===== config.mk =====
export PLATFORM = sky130hd
export DESIGN_NAME = entry_sequencer_iceqman
export DESIGN_NICKNAME = d
export VERILOG_FILES = /design/src/rtl/entry_sequencer_iceqman.sv
export SDC_FILE = /design/constraint.sdc
export NUM_CORES = 1
export LEC_CHECK = 0
export BUFFER_PORTS_ARGS = -buffer_cell sky130_fd_sc_hd__buf_2
export CAP_MARGIN = 20
export CORE_MARGIN = 10
export CORE_UTILIZATION = 30
export CTS_BUF_LIST = sky130_fd_sc_hd__clkbuf_8 sky130_fd_sc_hd__clkbuf_16
export DETAILED_ROUTE_END_ITERATION = 16
export PLACE_DENSITY = 0.49
export SLEW_MARGIN = 10
export SYNTH_ARGS = -nofsm -noshare
export SYNTH_HDL_FRONTEND = slang
export SYNTH_SLANG_ARGS = --single-unit

===== constraint.sdc =====
create_clock -name clk -period 4.4 [get_ports clk]
set_clock_uncertainty 0.2 [all_clocks]
set_input_delay 0.44 -clock clk [delete_from_list [all_inputs] [get_ports clk]]
set_output_delay 0.44 -clock clk [all_outputs]
set_load 0.02 [all_outputs]

===== src/rtl/entry_sequencer_iceqman.sv =====
`default_nettype none
// +--------------------------------------------------------------------------------+
// | entry_sequencer_iceqman : replays a script of opcode/operand byte entries and  |
// | self-checks results. Option macro SEQ_CHECK_EN stores/compares expected. r1.0  |
// +--------------------------------------------------------------------------------+
module entry_sequencer_iceqman #(
   parameter int  DEPTH   = 16,
   parameter int  GAP     = 4,
   parameter int  TIMEOUT = 1024,
   localparam int AW      = $clog2(DEPTH)
) (
   input  logic          clk,
   input  logic          rst,
   input  logic          wr_en_i,
   input  logic [AW-1:0] wr_addr_i,
   input  logic [35:0]   wr_data_i,
   input  logic [AW:0]   len_i,
   input  logic          start_i,
   input  logic          step_mode_i,
   input  logic          advance_i,
   output logic [7:0]    data_o,
   output logic          press_o,
   input  logic          result_valid_i,
   input  logic [15:0]   result_i,
   output logic          busy_o,
   output logic          done_o,
   output logic [AW:0]   index_o,
   output logic [15:0]   last_result_o,
   output logic [7:0]    pass_cnt_o,
   output logic [7:0]    fail_cnt_o,
   output logic          timeout_o,
   output logic [4:0]    state_o
);

`ifdef SEQ_CHECK_EN
   localparam int EW = 36;
`else
   localparam int EW = 20;
   logic unused_exp;
   assign unused_exp = ^wr_data_i[35:20];
`endif

   localparam int          TW      = $clog2(GAP + TIMEOUT + 2);
   localparam logic [TW-1:0] GAP_C = TW'(GAP);
   localparam logic [TW-1:0] TO_C  = TW'(TIMEOUT - 1);
   localparam logic [TW-1:0] TONE  = TW'(1);
   localparam logic [AW:0]   IONE  = {{AW{1'b0}}, 1'b1};

   typedef enum logic [2:0] {
      S_IDLE     = 3'd0,
      S_LOAD     = 3'd1,
      S_SEND_OP  = 3'd2,
      S_SEND_A   = 3'd3,
      S_SEND_B   = 3'd4,
      S_WAIT_RES = 3'd5,
      S_CHECK    = 3'd6,
      S_DONE     = 3'd7
   } state_t;

   state_t          state_q, state_d;
   logic [TW-1:0]   tmr_q, tmr_d;
   logic [AW:0]     index_q, index_d;
   logic [AW:0]     len_q, len_d;
   logic [EW-1:0]   entry_q, entry_d;
   logic [7:0]      pass_q, pass_d;
   logic [7:0]      fail_q, fail_d;
   logic            to_q, to_d;
   logic [15:0]     res_q, res_d;
   logic [7:0]      data_q, data_d;
   logic [EW-1:0]   mem_q [DEPTH];

   logic [AW:0]     index_inc;
   logic            last_entry;
   logic            advance;
   logic            match;
   logic [7:0]      send_byte;

   function automatic logic [7:0] sat_inc(input logic [7:0] v);
      return (v == 8'hFF) ? v : v + 8'd1;
   endfunction

`ifdef SEQ_CHECK_EN
   assign match = (res_q == entry_q[35:20]);
`else
   assign match = 1'b1;
`endif

   assign index_inc  = index_q + IONE;
   assign last_entry = (index_inc == len_q);
   // Strobe cycle has tmr_q == 0, so an advance pulse coincident with the strobe is ignored.
   assign advance    = step_mode_i ? ((tmr_q != '0) && advance_i) : (tmr_q == GAP_C);

   always_comb begin
      send_byte = entry_q[19:12];
      case (state_q)
         S_SEND_OP: send_byte = {4'b0000, entry_q[3:0]};
         S_SEND_A:  send_byte = entry_q[11:4];
         default:   send_byte = entry_q[19:12];
      endcase
   end

   always_ff @(posedge clk) begin
      if (wr_en_i && (state_q == S_IDLE)) begin
         mem_q[wr_addr_i] <= wr_data_i[EW-1:0];
      end
   end

   always_comb begin
      state_d = state_q;
      tmr_d   = (&tmr_q) ? tmr_q : tmr_q + TONE;
      index_d = index_q;
      len_d   = len_q;
      entry_d = entry_q;
      pass_d  = pass_q;
      fail_d  = fail_q;
      to_d    = to_q;
      res_d   = res_q;
      data_d  = data_q;
      press_o = 1'b0;
      done_o  = 1'b0;
      case (state_q)
         S_IDLE: begin
            if (start_i) begin
               index_d = '0;
               pass_d  = 8'h00;
               fail_d  = 8'h00;
               to_d    = 1'b0;
               len_d   = len_i;
               state_d = (len_i == '0) ? S_DONE : S_LOAD;
            end
         end
         S_LOAD: begin
            entry_d = mem_q[index_q[AW-1:0]];
            state_d = S_SEND_OP;
         end
         S_SEND_OP, S_SEND_A, S_SEND_B: begin
            if (tmr_q == '0) begin
               press_o = 1'b1;
               data_d  = send_byte;
            end
            if (advance) begin
               case (state_q)
                  S_SEND_OP: state_d = S_SEND_A;
                  S_SEND_A:  state_d = S_SEND_B;
                  default:   state_d = S_WAIT_RES;
               endcase
            end
         end
         S_WAIT_RES: begin
            if (result_valid_i) begin
               res_d   = result_i;
               state_d = S_CHECK;
            end else if (tmr_q == TO_C) begin
               to_d    = 1'b1;
               fail_d  = sat_inc(fail_q);
               index_d = index_inc;
               state_d = last_entry ? S_DONE : S_LOAD;
            end
         end
         S_CHECK: begin
            if (match) pass_d = sat_inc(pass_q);
            else       fail_d = sat_inc(fail_q);
            index_d = index_inc;
            state_d = last_entry ? S_DONE : S_LOAD;
         end
         S_DONE: begin
            done_o  = 1'b1;
            state_d = S_IDLE;
         end
         default: state_d = S_IDLE;
      endcase
      if (state_d != state_q) tmr_d = '0;
   end

   always_ff @(posedge clk or posedge rst) begin
      if (rst) begin
         state_q <= S_IDLE;
         tmr_q   <= '0;
         index_q <= '0;
         len_q   <= '0;
         entry_q <= '0;
         pass_q  <= 8'h00;
         fail_q  <= 8'h00;
         to_q    <= 1'b0;
         res_q   <= 16'h0000;
         data_q  <= 8'h00;
      end else begin
         state_q <= state_d;
         tmr_q   <= tmr_d;
         index_q <= index_d;
         len_q   <= len_d;
         entry_q <= entry_d;
         pass_q  <= pass_d;
         fail_q  <= fail_d;
         to_q    <= to_d;
         res_q   <= res_d;
         data_q  <= data_d;
      end
   end

   // data_o follows the new byte in its strobe cycle, then holds it.
   assign data_o        = data_d;
   assign busy_o        = (state_q != S_IDLE);
   assign index_o       = index_q;
   assign last_result_o = res_q;
   assign pass_cnt_o    = pass_q;
   assign fail_cnt_o    = fail_q;
   assign timeout_o     = to_q;
   assign state_o       = {2'b00, state_q};

endmodule
`default_nettype wire


==> results of run 1 <==
==> flip-flops by register name, summed over array words and instances (netlist names) <==
register,flops
state_q,3
tmr_q,11
fail_cnt_o,8
data_q,8
last_result_o,16
len_q,5
pass_cnt_o,8
mem_q,320
index_o,5
timeout_o,1
entry_q,20
==> routing by layer <==
layer	routed length (um)	share of wire (%)	up-vias	global-route usage, %
met3	2170	5.5	56	2.30
met5	13	0.033	-	0
met2	19000	48	199	19.9
li1	-	-	3963	-
met1	17800	45	4590	16.9
met4	702	1.8	2	3.47
==> critical path: cells and delay by family, from the launching register on <==
kind                   cells  cell delay [ns]
AOI/OAI and AO/OA          2             0.62
and+or+nand+nor            2             1.02
buffers and inverters      1             0.25
DFF                        1             0.57
==> stage by stage <==
stage	cells	hold WS, ns	cell area (um2)
after floorplan	902	0.265	16500
after global placement	1689	0.270	18000
after detailed placement	1689	0.274	18000
after CTS	1797	0.00411	19700
after global routing	1797	0.0271	19700
final	1797	0.0344	19700
==> worst paths after layout <==
check	from	to	slack, ns	cells after the start
setup / recovery	state_q[1]	data_o[5]	0.73	5
hold / removal	wr_data_i[14]	mem_q[3][14]	0.03	1
setup reg to reg	index_o[0]	entry_q[8]	1.43	4
hold reg to reg	data_q[2]	data_q[2]	0.28	2
max in group asynchronous	rst	index_o[1]	2.77	4
min in group asynchronous	rst	fail_cnt_o[2]	0.38	3
==> power by group through the flow <==
stage | logic [uW] | registers (uW) | clock network (uW)
floorplan | 1910 | 4820 | 0
detailed placement | 2810 | 4860 | 0
global placement | 2790 | 4850 | 0
finish | 2760 | 4770 | 3600
CTS | 2830 | 4790 | 3720
global route | 3030 | 4830 | 3890
==> cell type report <==
type / instances / area, um2 / area share (%)
Clock buffer: 46 / 1140 / 5.79
Clock inverter: 37 / 287 / 1.46
Inverter: 12 / 47.5 / 0.242
Multi-Input combinational cell: 438 / 4520 / 22.9
Sequential cell: 405 / 11700 / 59.7
Tap cell: 696 / 871 / 4.42
Timing Repair Buffer: 163 / 1080 / 5.48
==> layout by cell type, fill, tap and decap left out, types with 6 or more instances in the layout <==
| cell | instances |
|---|---|
| xor2_1 | 8 |
| nor2_2 | 13 |
| nand4_1 | 9 |
| o21ai_0 | 19 |
| a31oi_1 | 6 |
| xnor2_1 | 18 |
| nor2b_1 | 6 |
| inv_1 | 23 |
| and3_1 | 12 |
| mux2_2 | 36 |
| dfrtp_1 | 82 |
| nor2_1 | 34 |
| nand3_1 | 19 |
| clkinv_2 | 11 |
| clkbuf_16 | 45 |
| buf_2 | 103 |
| edfxtp_1 | 320 |
| dlygate4sd3_1 | 25 |
| nand2_1 | 43 |
| a2111oi_0 | 6 |
| a21oi_1 | 12 |
| mux4_2 | 100 |
| nor3_1 | 14 |
| buf_4 | 31 |
| clkinv_1 | 6 |
==> what timing repair did <==
item	CTS	global route
endpoints found under the hold margin	96	0
buffers inserted	0	0
resized for setup	0	0
hold buffers	25	0
==> kinds of logic (layout without fill, tap and decap cells) <==
family	Yosys count	count (layout)	share of synthesized area [%]
muxes	141	141	16.4
other	1	2	0.0228
adders and majority gates	5	5	0.380
buffers and inverters	59	258	1.72
xor gates and xnor gates	26	26	1.38
and+or+nand+nor	187	187	5.66
DFF	405	405	71.2
AOI/OAI and AO/OA	77	77	3.19
==> flow_metrics.env, run 1 <==
export IMPL_final_util_pct=36.4
export IMPL_p_leak_uw=0.00682
export IMPL_crit_fanout=17
export IMPL_slew_headroom_pct=33.0
export IMPL_hold_violations=0
export IMPL_grt_pass1_wl_um=60200
export IMPL_antenna_found_initial=3
export IMPL_arrival_ns=3.03
export IMPL_fmax_mhz=273
export IMPL_syn_area_um2=16500
export IMPL_core_area_um2=54100
export IMPL_syn_inst=901
export IMPL_htreeDepth=2
export IMPL_yosysWarnings=0
export IMPL_synthFlopType="edfxtp_1"
export IMPL_cts_tree="yes"
export IMPL_max_slew_worst_pin_slew_ns=1.00
export IMPL_fin_crit_ns=3.67
export IMPL_drtIter0Drc=706
export IMPL_first_global_vias=9269
export IMPL_slowest_delay_ns=0.59
export IMPL_cts_root_buf="clkbuf_16"
export IMPL_gp_congestion=0.766
export IMPL_die_h_um=254
export IMPL_clk_path_buf_depth=3
export IMPL_maxCapViolations=0
export IMPL_finalSetupViolCount=0
export IMPL_power_total_uw=11100
export IMPL_place_hpwl_um=24500
export IMPL_clk_latency_ns=0.59
export IMPL_synth_edff_count=320
export IMPL_grt_max_degree=64
export IMPL_cp_cell_sequence="nor2_1 -> a21oi_1 -> or3_1 -> o21ai_0 -> buf_2"
export IMPL_cts_made_buffers=45
export IMPL_post_drt_via_cell_ratio=4.90
export IMPL_avgRoutedWirePerCell_um=22.1
export IMPL_slew_viol_final=0
export IMPL_pwr_share_seq_pct=42.8
export IMPL_outcome="finished, final reports clean"
export IMPL_num_vias=8810
export IMPL_fillers=5061
export IMPL_syn_avg_cell_area_um2=18.3
export IMPL_num_antenna_cells=0
export IMPL_p_int_uw=7760
export IMPL_final_nets=1138
export IMPL_clock_sinks=405
export IMPL_finalSetupTns_ns=0
export IMPL_critPathLaunchType="flop"
export IMPL_num_io_pins=122
export IMPL_pwr_density_cell_nw_per_um2=566
export IMPL_post_place_ws_ns=1.29
export IMPL_pwr_share_clk_pct=32.4
export IMPL_required_ns=3.76
export IMPL_power_ir_vdd_worst_v=0.000243
export IMPL_yosysSeqAreaShare_pct=71.2
export IMPL_die_w_um=254
export IMPL_die_area_um2=64700
export IMPL_crit_type="reg -> out"
export IMPL_yosysUniqueCellTypes=59
export IMPL_ant_nets=0
export IMPL_finalCritPeriodShare_pct=83.4
export IMPL_rsz0062_at_grt="false"
export IMPL_grt_overflow=0
export IMPL_hold_class="in -> reg"
export IMPL_synth_top_cells_by_count="edfxtp_1 (320), mux4_2 (100), dfrtp_1 (85)"
export IMPL_clk_pin_slew_ns=0.06
export IMPL_grt_use_total_pct=12.4
export IMPL_drt_total_wl_um=39700
export IMPL_yosysTopAreaCell="edfxtp_1"
export IMPL_drive_gt1_share_pct=33.2
export IMPL_route_detailed_drc=0
export IMPL_swShare_pct=30.4
export IMPL_port_buffers=103
export IMPL_start_util_pct=30.4
export IMPL_p_comb_share_pct=24.8
export IMPL_ys_ff_latch=405
export IMPL_drt_pass1_iterations=5
export IMPL_p_switching_uw=3380
export IMPL_rows=85
export IMPL_synth_area_leaders="edfxtp_1 (58%), mux4_2 (14%), dfrtp_1 (13%)"
export IMPL_fin_ws_ns=0.731
export IMPL_synth_most_common_cell="edfxtp_1"
export IMPL_async_flop_share_pct=21.0
export IMPL_synth_top_area_share_pct=58.3
export IMPL_slowest_stage="or3_1"
export IMPL_area_growth_pct=19.4
export IMPL_cp_end_kind="output port"
Note: power is estimated with default switching activity, not from simulation.
==> run 2: changes to the inputs <==
PLACE_DENSITY = 0.5   (was 0.49)
clock period = 3.35 ns   (was 4.4 ns; I/O delays follow)
==> run 2 against run 1 <==
Effect of this change: critical path depth grew 1; utilization increased by 0.79 points; global-route usage is essentially flat; count of clock-buffer cells in the layout rose by 5; register-to-register slack got worse by 0.81 ns; first-iteration DRC count down 5.9%; worst hold slack better by 0.036 ns; setup slack worse by 0.56 ns; flip-flop and latch count did not move; critical endpoint is now data_o[1].
==> flow_metrics.env, run 2 (synthesis gave the netlist of run 1 again) <==
export IMPL_fin_ws_ns=0.170
export IMPL_fillers=5029
export IMPL_finalCritPeriodShare_pct=94.9
export IMPL_die_h_um=254
export IMPL_fmax_mhz=314
export IMPL_num_vias=9004
export IMPL_core_area_um2=54100
export IMPL_clk_path_buf_depth=3
export IMPL_crit_type="reg -> out"
export IMPL_avgRoutedWirePerCell_um=22.1
export IMPL_fin_crit_ns=3.18
export IMPL_crit_fanout=17
export IMPL_slew_viol_final=0
export IMPL_drtIter0Drc=664
export IMPL_grt_pass1_wl_um=60200
export IMPL_critPathLaunchType="flop"
export IMPL_die_area_um2=64700
export IMPL_start_util_pct=30.4
export IMPL_die_w_um=254
export IMPL_cts_root_buf="clkbuf_16"
export IMPL_largest_register_ffs=320
export IMPL_grt_overflow=0
export IMPL_port_buffers=103
export IMPL_p_int_uw=10400
export IMPL_finalSetupViolCount=0
export IMPL_hold_class="in -> reg"
export IMPL_rsz0062_at_grt="false"
export IMPL_num_antenna_cells=0
export IMPL_slew_headroom_pct=52.7
export IMPL_pwr_share_clk_pct=32.7
export IMPL_hold_violations=0
export IMPL_power_ir_vdd_worst_v=0.000403
export IMPL_drt_total_wl_um=40400
export IMPL_outcome="finished, final reports clean"
export IMPL_pwr_share_seq_pct=42.0
export IMPL_hp_start="start_i"
export IMPL_p_comb_share_pct=25.2
export IMPL_p_leak_uw=0.00700
export IMPL_cts_made_buffers=46
export IMPL_clock_sinks=405
export IMPL_area_growth_pct=22.0
export IMPL_ant_nets=0
export IMPL_num_io_pins=122
export IMPL_required_ns=2.81
export IMPL_route_detailed_drc=0
export IMPL_cp_end_kind="output port"
export IMPL_final_nets=1168
export IMPL_grt_max_degree=53
export IMPL_rr_startpoint="index_o[0]"
export IMPL_top_register="mem_q"
export IMPL_antenna_found_initial=2
export IMPL_htreeDepth=2
export IMPL_rows=85
export IMPL_drive_gt1_share_pct=33.9
export IMPL_layout_commonest_cell="edfxtp_1"
export IMPL_finalSetupTns_ns=0
export IMPL_max_slew_worst_pin_slew_ns=0.710
export IMPL_arrival_ns=2.65
export IMPL_crit_start="state_q[0]"
export IMPL_place_hpwl_um=24400
export IMPL_first_global_vias=9434
export IMPL_clk_latency_ns=0.60
export IMPL_p_switching_uw=4520
export IMPL_drt_pass1_iterations=5
export IMPL_post_place_ws_ns=0.432
export IMPL_post_drt_via_cell_ratio=4.93
export IMPL_final_cell_mix="edfxtp_1 (320), buf_2 (103), mux4_2 (100)"
export IMPL_gp_congestion=0.757
export IMPL_clk_pin_slew_ns=0.05
export IMPL_maxCapViolations=0
export IMPL_pwr_density_cell_nw_per_um2=741
export IMPL_grt_use_total_pct=12.4
export IMPL_cts_tree="yes"
export IMPL_swShare_pct=30.3
## run 2: cell types whose count changed in the layout (fill, tap and decap cells not counted), moves of 2 or more
cell / previous run / this run
buf_4: 31 / 38
o21ai_1: 3 / 6
dlygate4sd3_1: 25 / 42
inv_1: 23 / 21
clkbuf_8: 1 / 4
clkinv_2: 11 / 7
clkbuf_16: 45 / 47
buf_12: 4 / 9
o21ai_0: 19 / 16
## run 2: power groups by stage
stage	Combinational, uW	Clock [uW]	Sequential [uW]
finish	3760	4880	6260
global placement	3760	0	6350
CTS	3840	5030	6270
global route	4100	5230	6330
detailed placement	3780	0	6370
floorplan	2510	0	6330
## run 2: cell type report
type | count | area (um2) | share of cell area (%)
flip-flops and latches | 405 | 11700 | 58.4
multi-input cells | 438 | 4540 | 22.6
repair buffers | 192 | 1400 | 6.97
well taps | 696 | 871 | 4.33
inverters | 12 | 47.5 | 0.236
clock inverters | 34 | 273 | 1.36
clock buffers | 51 | 1230 | 6.12
## run 2: final timing paths
check                              endpoint  slack [ns]  cells past startpoint
setup / recovery                  data_o[1]        0.17                      6
hold / removal                   index_o[4]        0.07                      4
setup reg to reg                 entry_q[6]        0.62                      4
hold reg to reg                   data_q[6]        0.29                      2
max in group asynchronous  last_result_o[9]        2.02                      4
min in group asynchronous          tmr_q[4]        0.23                      3
## run 2: what timing repair did
item | 4_1_cts | 5_1_grt
hold endpoints to repair | 392 | 0
hold buffers | 42 | 0
gates cloned | 0 | 0
resized for setup | 1 | 6
buffers inserted | 0 | 0
setup endpoints to repair | 8 | 7
## run 2: routing by layer
metal	up-vias	share of wire, %	wire length (um)	GRT usage [%]
met1	4737	46	18700	17.1
met4	0	2.0	793	3.66
met5	-	0	0	0
met3	52	5.3	2160	2.31
li1	4020	-	-	-
met2	195	46	18700	19.7
## run 2: through the flow
step | hold WS [ns] | power, uW | utilization, % | instances | cell area (um2)
after floorplan | 0.234 | 8840 | - | 902 | 16500
final | 0.0709 | 14900 | 37.1 | 1828 | 20100
after CTS | 0.0254 | 15100 | 37.1 | 1828 | 20100
after detailed placement | 0.286 | 10100 | 33.6 | 1701 | 18200
after global routing | 0.0965 | 15700 | 37.1 | 1828 | 20100
after global placement | 0.273 | 10100 | 33.6 | 1701 | 18200
## run 2: worst max-delay path, stage by stage, from the launching register on
cell	delay, ns
dfrtp_1	0.54
buf_4	0.26
nor2_2	0.24
a21oi_1	0.10
or3_4	0.44
o21ai_0	0.27
buf_2	0.23
==> run 3: changes to the inputs <==
CORE_UTILIZATION = 54   (was 30)
PLACE_DENSITY = 0.79   (was 0.5)
==> run 3 against run 2 <==
Effect of this change: clock power decreased by 12%; register-to-register slack got worse by 0.11 ns; count of clock-buffer cells in the layout decreased by 8; non-clock buffer count decreased by 4; first-iteration DRC count increased by 63%.
==> flow_metrics.env, run 3 (synthesis gave the netlist of run 1 again) <==
export IMPL_cp_cell_sequence="nor4_2 -> nand3_1 -> or3_4 -> o21ai_0 -> buf_2"
export IMPL_finalCritPeriodShare_pct=91.7
export IMPL_p_int_uw=9950
export IMPL_place_hpwl_um=21800
export IMPL_power_ir_vdd_worst_v=0.000596
export IMPL_area_growth_pct=17.8
export IMPL_top_register="mem_q"
export IMPL_htreeDepth=2
export IMPL_num_io_pins=122
export IMPL_clk_path_buf_depth=3
export IMPL_slew_viol_final=0
export IMPL_grt_overflow=0
export IMPL_max_slew_worst_pin_slew_ns=0.845
export IMPL_fin_crit_ns=3.07
export IMPL_layout_commonest_cell="edfxtp_1"
export IMPL_die_h_um=195
export IMPL_post_drt_via_cell_ratio=6.10
export IMPL_arrival_ns=2.54
export IMPL_avgRoutedWirePerCell_um=24.4
export IMPL_slowest_delay_ns=0.50
export IMPL_die_area_um2=37900
export IMPL_fin_ws_ns=0.279
export IMPL_finalSetupTns_ns=0
export IMPL_route_detailed_drc=0
export IMPL_p_leak_uw=0.00685
export IMPL_cts_tree="yes"
export IMPL_grt_use_total_pct=19.4
export IMPL_outcome="finished, final reports clean"
export IMPL_pwr_density_cell_nw_per_um2=733
export IMPL_drt_total_wl_um=36900
export IMPL_die_w_um=195
export IMPL_maxCapViolations=0
export IMPL_pwr_share_seq_pct=43.9
export IMPL_antenna_found_initial=1
export IMPL_fmax_mhz=326
export IMPL_rows=63
export IMPL_post_place_ws_ns=0.518
export IMPL_first_global_vias=9603
export IMPL_crit_fanout=17
export IMPL_ant_nets=0
export IMPL_start_util_pct=55.2
export IMPL_clock_sinks=405
export IMPL_cp_end_kind="output port"
export IMPL_drt_pass1_iterations=5
export IMPL_post_cts_buffers=0
export IMPL_largest_register_ffs=320
export IMPL_num_vias=9204
export IMPL_hold_class="in -> async"
export IMPL_core_area_um2=29900
export IMPL_crit_family="simple AND/OR/NAND/NOR gates"
export IMPL_crit_type="reg -> out"
export IMPL_p_switching_uw=4270
export IMPL_drive_gt1_share_pct=32.9
export IMPL_cts_root_buf="clkbuf_16"
export IMPL_cp_num_buf_inv=1
export IMPL_finalSetupViolCount=0
export IMPL_grt_max_degree=81
export IMPL_slew_headroom_pct=43.5
export IMPL_cts_made_buffers=41
export IMPL_grt_pass1_wl_um=57100
export IMPL_hold_violations=0
export IMPL_critPathLaunchType="flop"
export IMPL_gp_congestion=0.921
export IMPL_drtIter0Drc=1080
export IMPL_swShare_pct=30.0
export IMPL_pwr_share_clk_pct=30.1
export IMPL_clk_latency_ns=0.54
export IMPL_p_comb_share_pct=26.1
export IMPL_required_ns=2.81
export IMPL_clk_pin_slew_ns=0.06
export IMPL_final_nets=1159
export IMPL_rsz0062_at_grt="false"
export IMPL_slowest_stage="nor4_2"
export IMPL_final_cell_mix="edfxtp_1 (320), buf_2 (103), mux4_2 (100)"
export IMPL_port_buffers=103
[run 3: cell types whose count changed in the layout (fill, tap and decap cells not counted), sizes merged]
cell / change
clkbuf: -8
diode: +1
buf: -4
clkinvlp: -1
inv: -4
bufinv: -1
clkinv: +5
[run 3: repair_timing]
item,4_1_cts,5_1_grt
hold endpoints to repair,386,0
gates resized for setup,0,1
endpoints found under the setup margin,0,8
hold buffers,42,0
[run 3: area by class of cell]
cell class / instances / area [um2]
fillers: 1957 / 10500
flip-flops and latches: 405 / 11700
well taps: 390 / 488
diodes: 1 / 2.50
multi-input cells: 438 / 4530
clock buffers: 43 / 1060
inverters: 12 / 46.3
repair buffers: 188 / 1320
clock inverters: 33 / 211
[run 3: power groups by stage]
stage,clock [uW],sequential (uW),combinational (uW)
floorplan,0,6330,2510
global placement,0,6310,3590
detailed placement,0,6340,3650
CTS,4360,6240,3730
global route,4570,6310,4020
finish,4280,6240,3710
[run 3: worst register-to-register path, cell delays in order, from the launching register on]
cell and delay, ns:
dfrtp_4 0.80, buf_4 0.36, mux4_2 0.55, mux4_2 0.54
mux2_2 0.28
[run 3: layer usage]
layer / track usage [%] / part of all wire [%] / up-vias
met1: 25.9 / 39 / 4728
met2: 31.7 / 50 / 429
met4: 4.83 / 2.0 / 0
met5: 0 / 0 / -
li1: - / - / 3989
met3: 4.46 / 8.8 / 58
[run 3: stage by stage]
| step | hold WS, ns | cells | cell area (um2) | total power (uW) | util, % |
|---|---|---|---|---|---|
| finish | 0.0884 | 1510 | 19400 | 14200 | 65.0 |
| global route | 0.123 | 1510 | 19400 | 14900 | 65.0 |
| CTS | 0.0611 | 1509 | 19400 | 14300 | 64.9 |
| detailed placement | 0.0917 | 1391 | 17700 | 9990 | 59.3 |
| global placement | 0.0877 | 1391 | 17700 | 9900 | 59.3 |
| floorplan | 0.234 | 902 | 16500 | 8840 | - |
[run 3: worst paths after layout]
check                      startpoint     endpoint  slack, ns  cells after the start
setup / recovery             tmr_q[6]    data_o[4]       0.28                      5
setup reg to reg           index_o[0]  entry_q[13]       0.51                      4
hold reg to reg             timeout_o    timeout_o       0.27                      2
min in group clk              start_i   index_o[4]       0.09                      4
hold / removal                    rst   entry_q[4]       0.09                      3
max in group asynchronous         rst   index_o[0]       2.02                      4
